===== src/rtl/stopwatch_draw.sv =====
// stopwatch_draw: MM:SS play-time stopwatch, counted in video frames and
// drawn as a five-glyph text box for the object priority mux.
//
// state     | meaning
// ----------+-----------------------------------------------------------
// S_IDLE    | stopped at zero (after reset or clearP), waiting for startP
// S_RUNNING | counting one second every FRAMES_PER_SEC frames
// S_PAUSED  | holding time and sub-second fraction, waiting for startP
module stopwatch_draw #(
  parameter logic [10:0] TOP_LEFT_X     = 11'd16,
  parameter logic [10:0] TOP_LEFT_Y     = 11'd16,
  parameter int          FRAMES_PER_SEC = 60,
  parameter logic [7:0]  DIGIT_COLOR    = 8'hFF
) (
  input  logic        clk,
  input  logic        resetN,
  input  logic [10:0] pixelX,
  input  logic [10:0] pixelY,
  input  logic        startOfFrame,
  input  logic        startP,
  input  logic        pauseP,
  input  logic        clearP,
  output logic        stopwatchDrawingRequest,
  output logic [7:0]  stopwatchRGB,
  output logic        running,
  output logic        maxed
);

  localparam logic [7:0] FRAME_LAST  = 8'(FRAMES_PER_SEC - 1);
  localparam logic [3:0] GLYPH_COLON = 4'd10;

  // 8x16 glyphs, 16 rows each: digits 0..9 then the colon. Bit 7 is the leftmost column.
  localparam logic [7:0] FONT [0:175] = '{
    8'h00, 8'h00, 8'h7C, 8'hC6, 8'hC6, 8'hCE, 8'hDE, 8'hF6, 8'hE6, 8'hC6, 8'hC6, 8'h7C, 8'h00, 8'h00, 8'h00, 8'h00,
    8'h00, 8'h00, 8'h18, 8'h38, 8'h78, 8'h18, 8'h18, 8'h18, 8'h18, 8'h18, 8'h18, 8'h7E, 8'h00, 8'h00, 8'h00, 8'h00,
    8'h00, 8'h00, 8'h7C, 8'hC6, 8'h06, 8'h0C, 8'h18, 8'h30, 8'h60, 8'hC0, 8'hC6, 8'hFE, 8'h00, 8'h00, 8'h00, 8'h00,
    8'h00, 8'h00, 8'h7C, 8'hC6, 8'h06, 8'h06, 8'h3C, 8'h06, 8'h06, 8'h06, 8'hC6, 8'h7C, 8'h00, 8'h00, 8'h00, 8'h00,
    8'h00, 8'h00, 8'h0C, 8'h1C, 8'h3C, 8'h6C, 8'hCC, 8'hFE, 8'h0C, 8'h0C, 8'h0C, 8'h1E, 8'h00, 8'h00, 8'h00, 8'h00,
    8'h00, 8'h00, 8'hFE, 8'hC0, 8'hC0, 8'hC0, 8'hFC, 8'h06, 8'h06, 8'h06, 8'hC6, 8'h7C, 8'h00, 8'h00, 8'h00, 8'h00,
    8'h00, 8'h00, 8'h38, 8'h60, 8'hC0, 8'hC0, 8'hFC, 8'hC6, 8'hC6, 8'hC6, 8'hC6, 8'h7C, 8'h00, 8'h00, 8'h00, 8'h00,
    8'h00, 8'h00, 8'hFE, 8'hC6, 8'h06, 8'h06, 8'h0C, 8'h18, 8'h30, 8'h30, 8'h30, 8'h30, 8'h00, 8'h00, 8'h00, 8'h00,
    8'h00, 8'h00, 8'h7C, 8'hC6, 8'hC6, 8'hC6, 8'h7C, 8'hC6, 8'hC6, 8'hC6, 8'hC6, 8'h7C, 8'h00, 8'h00, 8'h00, 8'h00,
    8'h00, 8'h00, 8'h7C, 8'hC6, 8'hC6, 8'hC6, 8'h7E, 8'h06, 8'h06, 8'h06, 8'h0C, 8'h78, 8'h00, 8'h00, 8'h00, 8'h00,
    8'h00, 8'h00, 8'h00, 8'h00, 8'h18, 8'h18, 8'h00, 8'h00, 8'h00, 8'h18, 8'h18, 8'h00, 8'h00, 8'h00, 8'h00, 8'h00
  };

  typedef enum logic [1:0] {
    S_IDLE    = 2'd0,
    S_RUNNING = 2'd1,
    S_PAUSED  = 2'd2
  } state_t;

  state_t     r_state;
  state_t     w_state_nxt;
  logic [7:0] r_frame_cnt;
  logic [3:0] r_sec_ones;
  logic [3:0] r_sec_tens;
  logic [3:0] r_min_ones;
  logic [3:0] r_min_tens;

  logic        w_count;
  logic        w_maxed;
  logic [10:0] w_dx;
  logic [10:0] w_dy;
  logic        w_in_box;
  logic [2:0]  w_cell;
  logic [3:0]  w_row;
  logic [2:0]  w_col;
  logic [3:0]  w_glyph;
  logic [7:0]  w_rom_addr;
  logic [7:0]  w_font_byte;
  logic        w_pixel_on;

  // State register.
  always_ff @(posedge clk or negedge resetN) begin
    if (!resetN) r_state <= S_IDLE;
    else         r_state <= w_state_nxt;
  end

  // Next state: clearP beats pauseP beats startP; a higher-priority pulse
  // that is present masks the lower ones even when it is itself ignored.
  always_comb begin
    w_state_nxt = r_state;
    if (clearP) begin
      w_state_nxt = S_IDLE;
    end else if (pauseP) begin
      if (r_state == S_RUNNING) w_state_nxt = S_PAUSED;
    end else if (startP) begin
      if (r_state != S_RUNNING) w_state_nxt = S_RUNNING;
    end
  end

  assign running = (r_state == S_RUNNING);
  assign w_maxed = (r_min_tens == 4'd9) && (r_min_ones == 4'd9) &&
                   (r_sec_tens == 4'd5) && (r_sec_ones == 4'd9);
  assign maxed   = w_maxed;
  // Counting looks at the pre-transition state, so a pauseP on a frame edge still counts that frame.
  assign w_count = startOfFrame && (r_state == S_RUNNING) && !clearP;

  // Frame prescaler and BCD time with carries; saturates at 99:59.
  always_ff @(posedge clk or negedge resetN) begin
    if (!resetN) begin
      r_frame_cnt <= 8'd0;
      r_sec_ones  <= 4'd0;
      r_sec_tens  <= 4'd0;
      r_min_ones  <= 4'd0;
      r_min_tens  <= 4'd0;
    end else if (clearP) begin
      r_frame_cnt <= 8'd0;
      r_sec_ones  <= 4'd0;
      r_sec_tens  <= 4'd0;
      r_min_ones  <= 4'd0;
      r_min_tens  <= 4'd0;
    end else if (w_count) begin
      if (w_maxed) begin
        r_frame_cnt <= 8'd0;
      end else if (r_frame_cnt == FRAME_LAST) begin
        r_frame_cnt <= 8'd0;
        if (r_sec_ones != 4'd9) begin
          r_sec_ones <= r_sec_ones + 4'd1;
        end else begin
          r_sec_ones <= 4'd0;
          if (r_sec_tens != 4'd5) begin
            r_sec_tens <= r_sec_tens + 4'd1;
          end else begin
            r_sec_tens <= 4'd0;
            if (r_min_ones != 4'd9) begin
              r_min_ones <= r_min_ones + 4'd1;
            end else begin
              r_min_ones <= 4'd0;
              r_min_tens <= r_min_tens + 4'd1;
            end
          end
        end
      end else begin
        r_frame_cnt <= r_frame_cnt + 8'd1;
      end
    end
  end

  // Box-relative coordinates; the >= guards stop wrap-around left of / above the box.
  assign w_dx     = pixelX - TOP_LEFT_X;
  assign w_dy     = pixelY - TOP_LEFT_Y;
  assign w_in_box = (pixelX >= TOP_LEFT_X) && (pixelY >= TOP_LEFT_Y) &&
                    (w_dx < 11'd80) && (w_dy < 11'd32);
  assign w_cell   = w_dx[6:4];
  assign w_col    = w_dx[3:1];
  assign w_row    = w_dy[4:1];

  // Pick the glyph shown in the current cell.
  always_comb begin
    w_glyph = r_sec_ones;
    case (w_cell)
      3'd0:    w_glyph = r_min_tens;
      3'd1:    w_glyph = r_min_ones;
      3'd2:    w_glyph = GLYPH_COLON;
      3'd3:    w_glyph = r_sec_tens;
      default: w_glyph = r_sec_ones;
    endcase
  end

  assign w_rom_addr  = {w_glyph, w_row};
  assign w_font_byte = FONT[w_rom_addr];
  assign w_pixel_on  = w_in_box && w_font_byte[3'd7 - w_col];

  // Single output register stage towards the priority mux.
  always_ff @(posedge clk or negedge resetN) begin
    if (!resetN) begin
      stopwatchDrawingRequest <= 1'b0;
      stopwatchRGB            <= 8'h00;
    end else begin
      stopwatchDrawingRequest <= w_pixel_on;
      stopwatchRGB            <= w_pixel_on ? DIGIT_COLOR : 8'h00;
    end
  end

endmodule


===== config.mk =====
export PLATFORM = sky130hd
export DESIGN_NAME = stopwatch_draw
export DESIGN_NICKNAME = d
export VERILOG_FILES = /design/src/rtl/stopwatch_draw.sv
export SDC_FILE = /design/constraint.sdc
export NUM_CORES = 1
export LEC_CHECK = 0
export CAP_MARGIN = 20
export CORE_MARGIN = 10
export CORE_UTILIZATION = 62
export CTS_CLUSTER_SIZE = 28
export DETAILED_ROUTE_END_ITERATION = 16
export HOLD_SLACK_MARGIN = 0.08
export PLACE_DENSITY = 0.88
export SETUP_SLACK_MARGIN = 0.2
export SYNTH_ARGS = -nofsm -noshare
export SYNTH_HDL_FRONTEND = slang
export SYNTH_SLANG_ARGS = --single-unit
export TNS_END_PERCENT = 1

===== constraint.sdc =====
create_clock -name clk -period 4.3 [get_ports clk]
set_clock_uncertainty 0.1 [all_clocks]
set_input_delay 1.075 -clock clk [delete_from_list [all_inputs] [get_ports clk]]
set_output_delay 1.075 -clock clk [all_outputs]
set_load 0.01 [all_outputs]

== Word level (Yosys, flattened, before mapping) ==
Memories as Yosys holds them, arrays and structs flattened.
Index checks and enable logic that the tools add are counted.

* Bits in registers: 35
* Latch bits: 0
* RAM bits: 0
* ROM bits: 2,048
* Output and inout port bits: 11
* Word-level logic and storage cells: 102
* Memories: 1

{| class="wikitable"
|+ Memories
! memory !! depth !! width !! read ports !! clocked after memory_dff !! write ports !! RTL line !! source
|-
| (name not given) || 256 || 8 || 1 || 0 || 0 || 163 || <nowiki>assign w_font_byte = FONT[w_rom_addr];</nowiki>
|}

* $add $sub $neg: 8
* Multiply operators: 0
* Div/mod/pow operators: 0
* Magnitude comparators: 6
* Equality and inequality tests: 18
* Shift-type cells: 0
* Mux-type cells: 40
* Bitwise gates (word level): 1
* Reduce and logical (&&, ||, !) cells: 20

{| class="wikitable"
|+ Operators with widths
! kind !! number
|-
| 2-to-1 mux 4 bit || 25
|-
| 2-to-1 mux 8 bit || 7
|-
| >= comparator 11 x 5 -> 1 bit (second input constant) || 2
|-
| subtractor 11 x 5 -> 11 bit (second input constant) || 2
|-
| adder 4 x 1 -> 4 bit (second input constant) || 4
|-
| case mux 4 bit (4 select lines) || 1
|-
| == test 4 bit (second input constant) || 3
|-
| < comparator 11 x 6 -> 1 bit (second input constant) || 1
|-
| < comparator 11 x 7 -> 1 bit (second input constant) || 1
|-
| 2-to-1 mux 2 bit || 5
|-
| >= comparator 9 bit (second input constant) || 1
|-
| logical AND 1 bit || 9
|-
| inverter 8 -> 9 bit || 1
|-
| adder 8 x 1 -> 8 bit (second input constant) || 1
|-
| == test 8 x 6 -> 1 bit (second input constant) || 1
|-
| inequality test 2 bit (second input constant) || 4
|-
| inequality test 4 bit (second input constant) || 2
|-
| == test 3 x 2 -> 1 bit (second input constant) || 2
|-
| AND reduction 3 bit || 2
|-
| AND reduction 6 bit || 1
|-
| nonzero test 3 bit || 2
|-
| AND reduction 5 bit || 1
|-
| == test 4 x 3 -> 1 bit (second input constant) || 1
|-
| < comparator 3 x 4 -> 1 bit (second input constant) || 1
|-
| other kinds (12) || 13
|}

== Longest topological paths before layout ==
* Depth after elaboration: 11
* Mapped depth: 14
* Mapped depth without buffers: 11

== Least setup slack after synthesis ==
No wires, ideal clock.

* Kind: input to register
* From: input port pixelX[4]
* To: register stopwatchRGB[6]
* Setup time: 0.131 ns
* Arrival: 3.345 ns
* Required time: 4.069 ns
* Path slack: 0.724 ns
* Stages on the path: 12
* Path buffers: 1
* Path through: inv_1 ha_1 ha_1 buf_6 inv_1 a222oi_1 a22o_2 mux2_1 o21ai_0 o311ai_0 a22oi_1 a31oi_1

* Cells in the longest elaborated chain, start to end: 11
* Elaborated cells between the ends (all ways): 19

{| class="wikitable"
|+ Ends and longest elaborated chain
! what !! RTL line !! source
|-
| from (decl) || 17 || <nowiki>input logic [10:0] pixelX,</nowiki>
|-
| subtractor 11 x 5 -> 11 bit || 142 || <nowiki>assign w_dx = pixelX - TOP_LEFT_X;</nowiki>
|-
| == test 3 x 2 -> 1 bit (tied with other cells) || 153 || <nowiki>case (w_cell)</nowiki>
|-
| case mux 4 bit (4 select lines) || 153 ||
|-
| inverter 8 -> 9 bit (implied by the code) || 163 ||
|-
| memory read (256 x 8 bit) || - ||
|-
| 2-to-1 mux 8 bit (implied by the code) (2 in a row) || 163 ||
|-
| binary-select mux 1 bit (select 3 bit) || 164 || <nowiki>assign w_pixel_on = w_in_box && w_font_byte[3'd7 - w_col];</nowiki>
|-
| 2-to-1 mux 1 bit (implied by the code) || 164 ||
|-
| logical AND 1 bit (*) || 164 ||
|-
| via w_pixel_on || 72 || <nowiki>logic w_pixel_on;</nowiki>
|-
| 2-to-1 mux 8 bit (*) || 173 || <nowiki>stopwatchRGB <= w_pixel_on ? DIGIT_COLOR : 8'h00;</nowiki>
|-
| to (signal assigned) || 173 ||
|-
| to (decl) || 24 || <nowiki>output logic [7:0] stopwatchRGB,</nowiki>
|}

Mark *: on every way through the listed nets, which the timed path passes. The rest lies on a longest branch. The select of a mux whose other input is x is not followed.
A chain may end at the register's enable or synchronous reset.

== Final worst setup path ==
* From: input port pixelX[5]
* To: register stopwatchRGB[6]

The elaborated chain is that of the path after synthesis.

==> impl_results.md <==
* Status: finished clean
* Normalized max-slew margin at 57.1%
* Num ports at 39
* Final Critical Period at 3.97 ns
* LEAKAGE at 1.63 nW
* Initial DRT Pass Iterations at 6
* Unrepaired setup endpoints after global routing: no
* Most frequent CP cell: buf_4
* RR Startpoint: r_sec_ones[0]$_DFFE_PN0P_
* R2r setup slk at 1.39 ns
* Commonest non-fill, non-tap cell in the layout: nand2_1
* Crit path from: pixelX[5]
* Site Rows at 26
* Delay of the slowest cell on the worst path at 0.48 ns
* Adder-Cell Fraction of Synth Area at 10.1%
* First-pass GRT wire length at 16500 um
* Main synth FF type: dfrtp_1
* Share of post-route cells with drive strength above 1 at between 10% and 20%
* IO buf count at 36
* Worst EP required at 4.39 ns
* Sequential area share after synthesis at a little over a fifth
* Post-Synth XOR/XNOR Area at between 2 and 3%
* Syn avg cell area at ~8 sq um
* Synth Area in Compound Gates at 27.0%
* Syn_nets at 466
* Worst-path fanout max at 8
* Largest cells by area after synthesis: dfrtp_1, ha_1, nand2_1
* Most frequent cells in the layout: nand2_1, nor2_1, clkdlybuf4s50_1, buf_4, o21ai_0
* Critical-path top delay cell: clkdlybuf4s50_1
* Routed Wire Length at 9570 um
* Layout Cells excl Fill at 531
* Initial Util at 63.2%
* CTS buffer count at 3
* # setup viols final at 0
* Largest net degree at the start of global routing at 28
* Initial antenna violation count at 0
* Die height at 91.9 um
* GPL Wtd Cong at between 1 and 1.5
* Synthesized area at 3210 sq um
* Synth-to-layout area growth at 19.6%
* Crit path launch type: input port
* Largest family of logic cells by synthesized area: compound AO/OA/AOI/OAI gates
* Maxcap violations at 0
* DR DRC count at 0
* CTS Buffer Depth at 2
* Core ar. at a little over 5000 sq um
* Placed wire-length estimate at 7260 um
* Vias after detailed routing at 3478
* CTS tree: done
* CTS H-tree depth at 1
* Vias per cell at 6.55
* ANT cells at 0
* Worst-margin pin slew at ~0.64 ns
* Peak VDD IR at approximately 0.00020 V
* Iter 0 DRT Violations at 409
* Worst path cell trace: clkdlybuf4s50_1 -> inv_1 -> buf_4 -> ha_1 -> or3_4 -> a211oi_4 -> nor2_4 -> buf_4 -> o211ai_1 -> a21oi_1 -> a311oi_1 -> a31oi_1 -> a31oi_2
* Die area at 8450 sq um
* Synth Area in Simple Gates at 26.2%
* WL/cell at 18.0 um
* CTS sink cnt at 27
* Vias in the first global route at roughly 3500
* Synthesized flop and latch total at 27
* Hold Slack at 0.420 ns
* Hold Fails Final Rpt at 0
* Worst skew pair latency at 0.27 ns
* Number of distinct library cells after synthesis at 75
* Clock transition at path regs at 0.09 ns
* Cell accounting for the most synthesized area: dfrtp_1
* Crit path DAT at 4.05 ns
* Mux cell area share after synthesis at 4.64%
* Post-Place Cells at 525
* Gate Count Post-Synth at ~410
* Async SR Flop Fraction at 100%
* Min-delay src: r_sec_tens[3]$_DFFE_PN0P_
* Grt ovf at 0
* Die width at 91.9 um
* Top cell type's share of synthesized area at 21.1%
* Clock root cell: clkbuf_8
* Part of the cycle the worst path needs at 92.2%
* Crit Path Category: in2reg
* Post-synth EDFFs at 0
* Fmax at 252 MHz
* CTS Hold Bufs at 0
* P per Cell Area at 221 nW/um^2
* Setup crit end kind: register
* Synthesis warning total at 0
* Nets at between 500 and 600
* Final ANT Viol Nets at 0
* Final Max Tran Viols at 0
* GRT Overall Usage at between 20% and 30%
* HP Class: reg2reg
[logic make-up (layout without fill, tap and decap cells)]
family | Yosys count | after routing
AND/OR/NAND/NOR | 167 | 167
buffers and inverters | 46 | 95
adder cells (fa/ha/maj) | 26 | 26
AO/OA/AOI/OAI | 122 | 122
XOR/XNOR | 10 | 10
flip-flops | 27 | 27
multiplexers | 14 | 14
[per-stage QoR]
| stage | setup TNS (ns) | cell area, sq um | total power (W) | worst slack (ns) | utilization, % |
|---|---|---|---|---|---|
| 2_1_floorplan | 0 | 3210 | 0.000542 | 0.724 | - |
| 3_3_place_gp | -0.0942 | 3730 | 0.000666 | -0.0942 | 73.6 |
| 3_5_place_dp | -0.172 | 3730 | 0.000680 | -0.172 | 73.6 |
| 4_1_cts | 0 | 3790 | 0.000827 | 0.252 | 74.8 |
| 5_1_grt | 0 | 3840 | 0.000899 | 0.195 | 75.6 |
| 6_report | 0 | 3840 | 0.000849 | 0.334 | 75.6 |
[cell type report]
cell class,count,area [sq um]
clock buffers,4,45.0
fillers,412,1240
inverters,18,67.6
multi-input cells,339,2310
flip-flops and latches,27,676
well taps,70,87.6
repair buffers,73,651
[power by group]
group          switching (W)  internal [W]  total [W]
Combinational       0.000222      0.000174   0.000397
Sequential         0.0000322      0.000273   0.000305
Clock              0.0000811     0.0000665   0.000148
Total               0.000335      0.000514   0.000849
[state kept, by name, summed over array words and instances, names as in the netlist]
| name | cells |
|---|---|
| r_frame_cnt | 8 |
| r_min_ones | 4 |
| r_min_tens | 4 |
| r_sec_ones | 4 |
| r_sec_tens | 4 |
| r_state | 2 |
| stopwatchRGB | 1 |
[layer usage]
layer	vias up	wire [um]	share of wire, %	track usage [%]
met3	42	932	9.7	4.65
met2	229	4540	47	37.6
met5	-	0	0	0
met4	0	271	2.8	7.07
li1	1609	-	-	-
met1	1598	3830	40	28.6
[critical path: cells and delay by family]
kind	cells	cell delay, ns
AOI/OAI and AO/OA	6	1.35
adders and majority gates	1	0.25
buffers and inverters	4	0.84
and+or+nand+nor	2	0.54
[Yosys cell counts, drive strengths merged (2+ instances only)]
| cell | number |
|---|---|
| nand2 | 45 |
| nor2 | 42 |
| o21ai | 33 |
| dfrtp | 27 |
| ha | 26 |
| a21oi | 21 |
| nand3 | 21 |
| buf | 17 |
| inv | 17 |
| clkbuf | 11 |
| nor3 | 11 |
| nand2b | 9 |
| a31oi | 8 |
| nand3b | 8 |
| xor2 | 8 |
| and3 | 7 |
| mux2 | 7 |
| mux2i | 7 |
| o2111ai | 6 |
| o211ai | 6 |
| o31ai | 6 |
| nor4 | 5 |
| a211oi | 4 |
| a311oi | 4 |
| o22ai | 4 |
| o311ai | 4 |
| a2111oi | 3 |
| a21boi | 3 |
| a22oi | 3 |
| or2 | 3 |
| a221oi | 2 |
| and2 | 2 |
| and3b | 2 |
| nand4 | 2 |
| nor2b | 2 |
| nor3b | 2 |
| nor4b | 2 |
| o32ai | 2 |
| o41ai | 2 |
| xnor2 | 2 |
[what timing repair did]
item | CTS | global route
pin swaps | 1 | 2
setup endpoints to repair | 1 | 1
setup buffers | 2 | 0
resized for setup | 0 | 9
[path summary, 6_finish.rpt]
check                                             end  cells after the start
max reg2reg                 r_min_tens[3]$_DFFE_PN0P_                      9
min reg2reg                 r_sec_tens[3]$_DFFE_PN0P_                      1
min                         r_sec_tens[3]$_DFFE_PN0P_                      1
min in group asynchronous   r_min_tens[1]$_DFFE_PN0P_                      2
max                         stopwatchRGB[6]$_DFF_PN0_                     13
max in group asynchronous  r_frame_cnt[2]$_DFFE_PN0P_                      2
(Power assumes the default switching activity.)
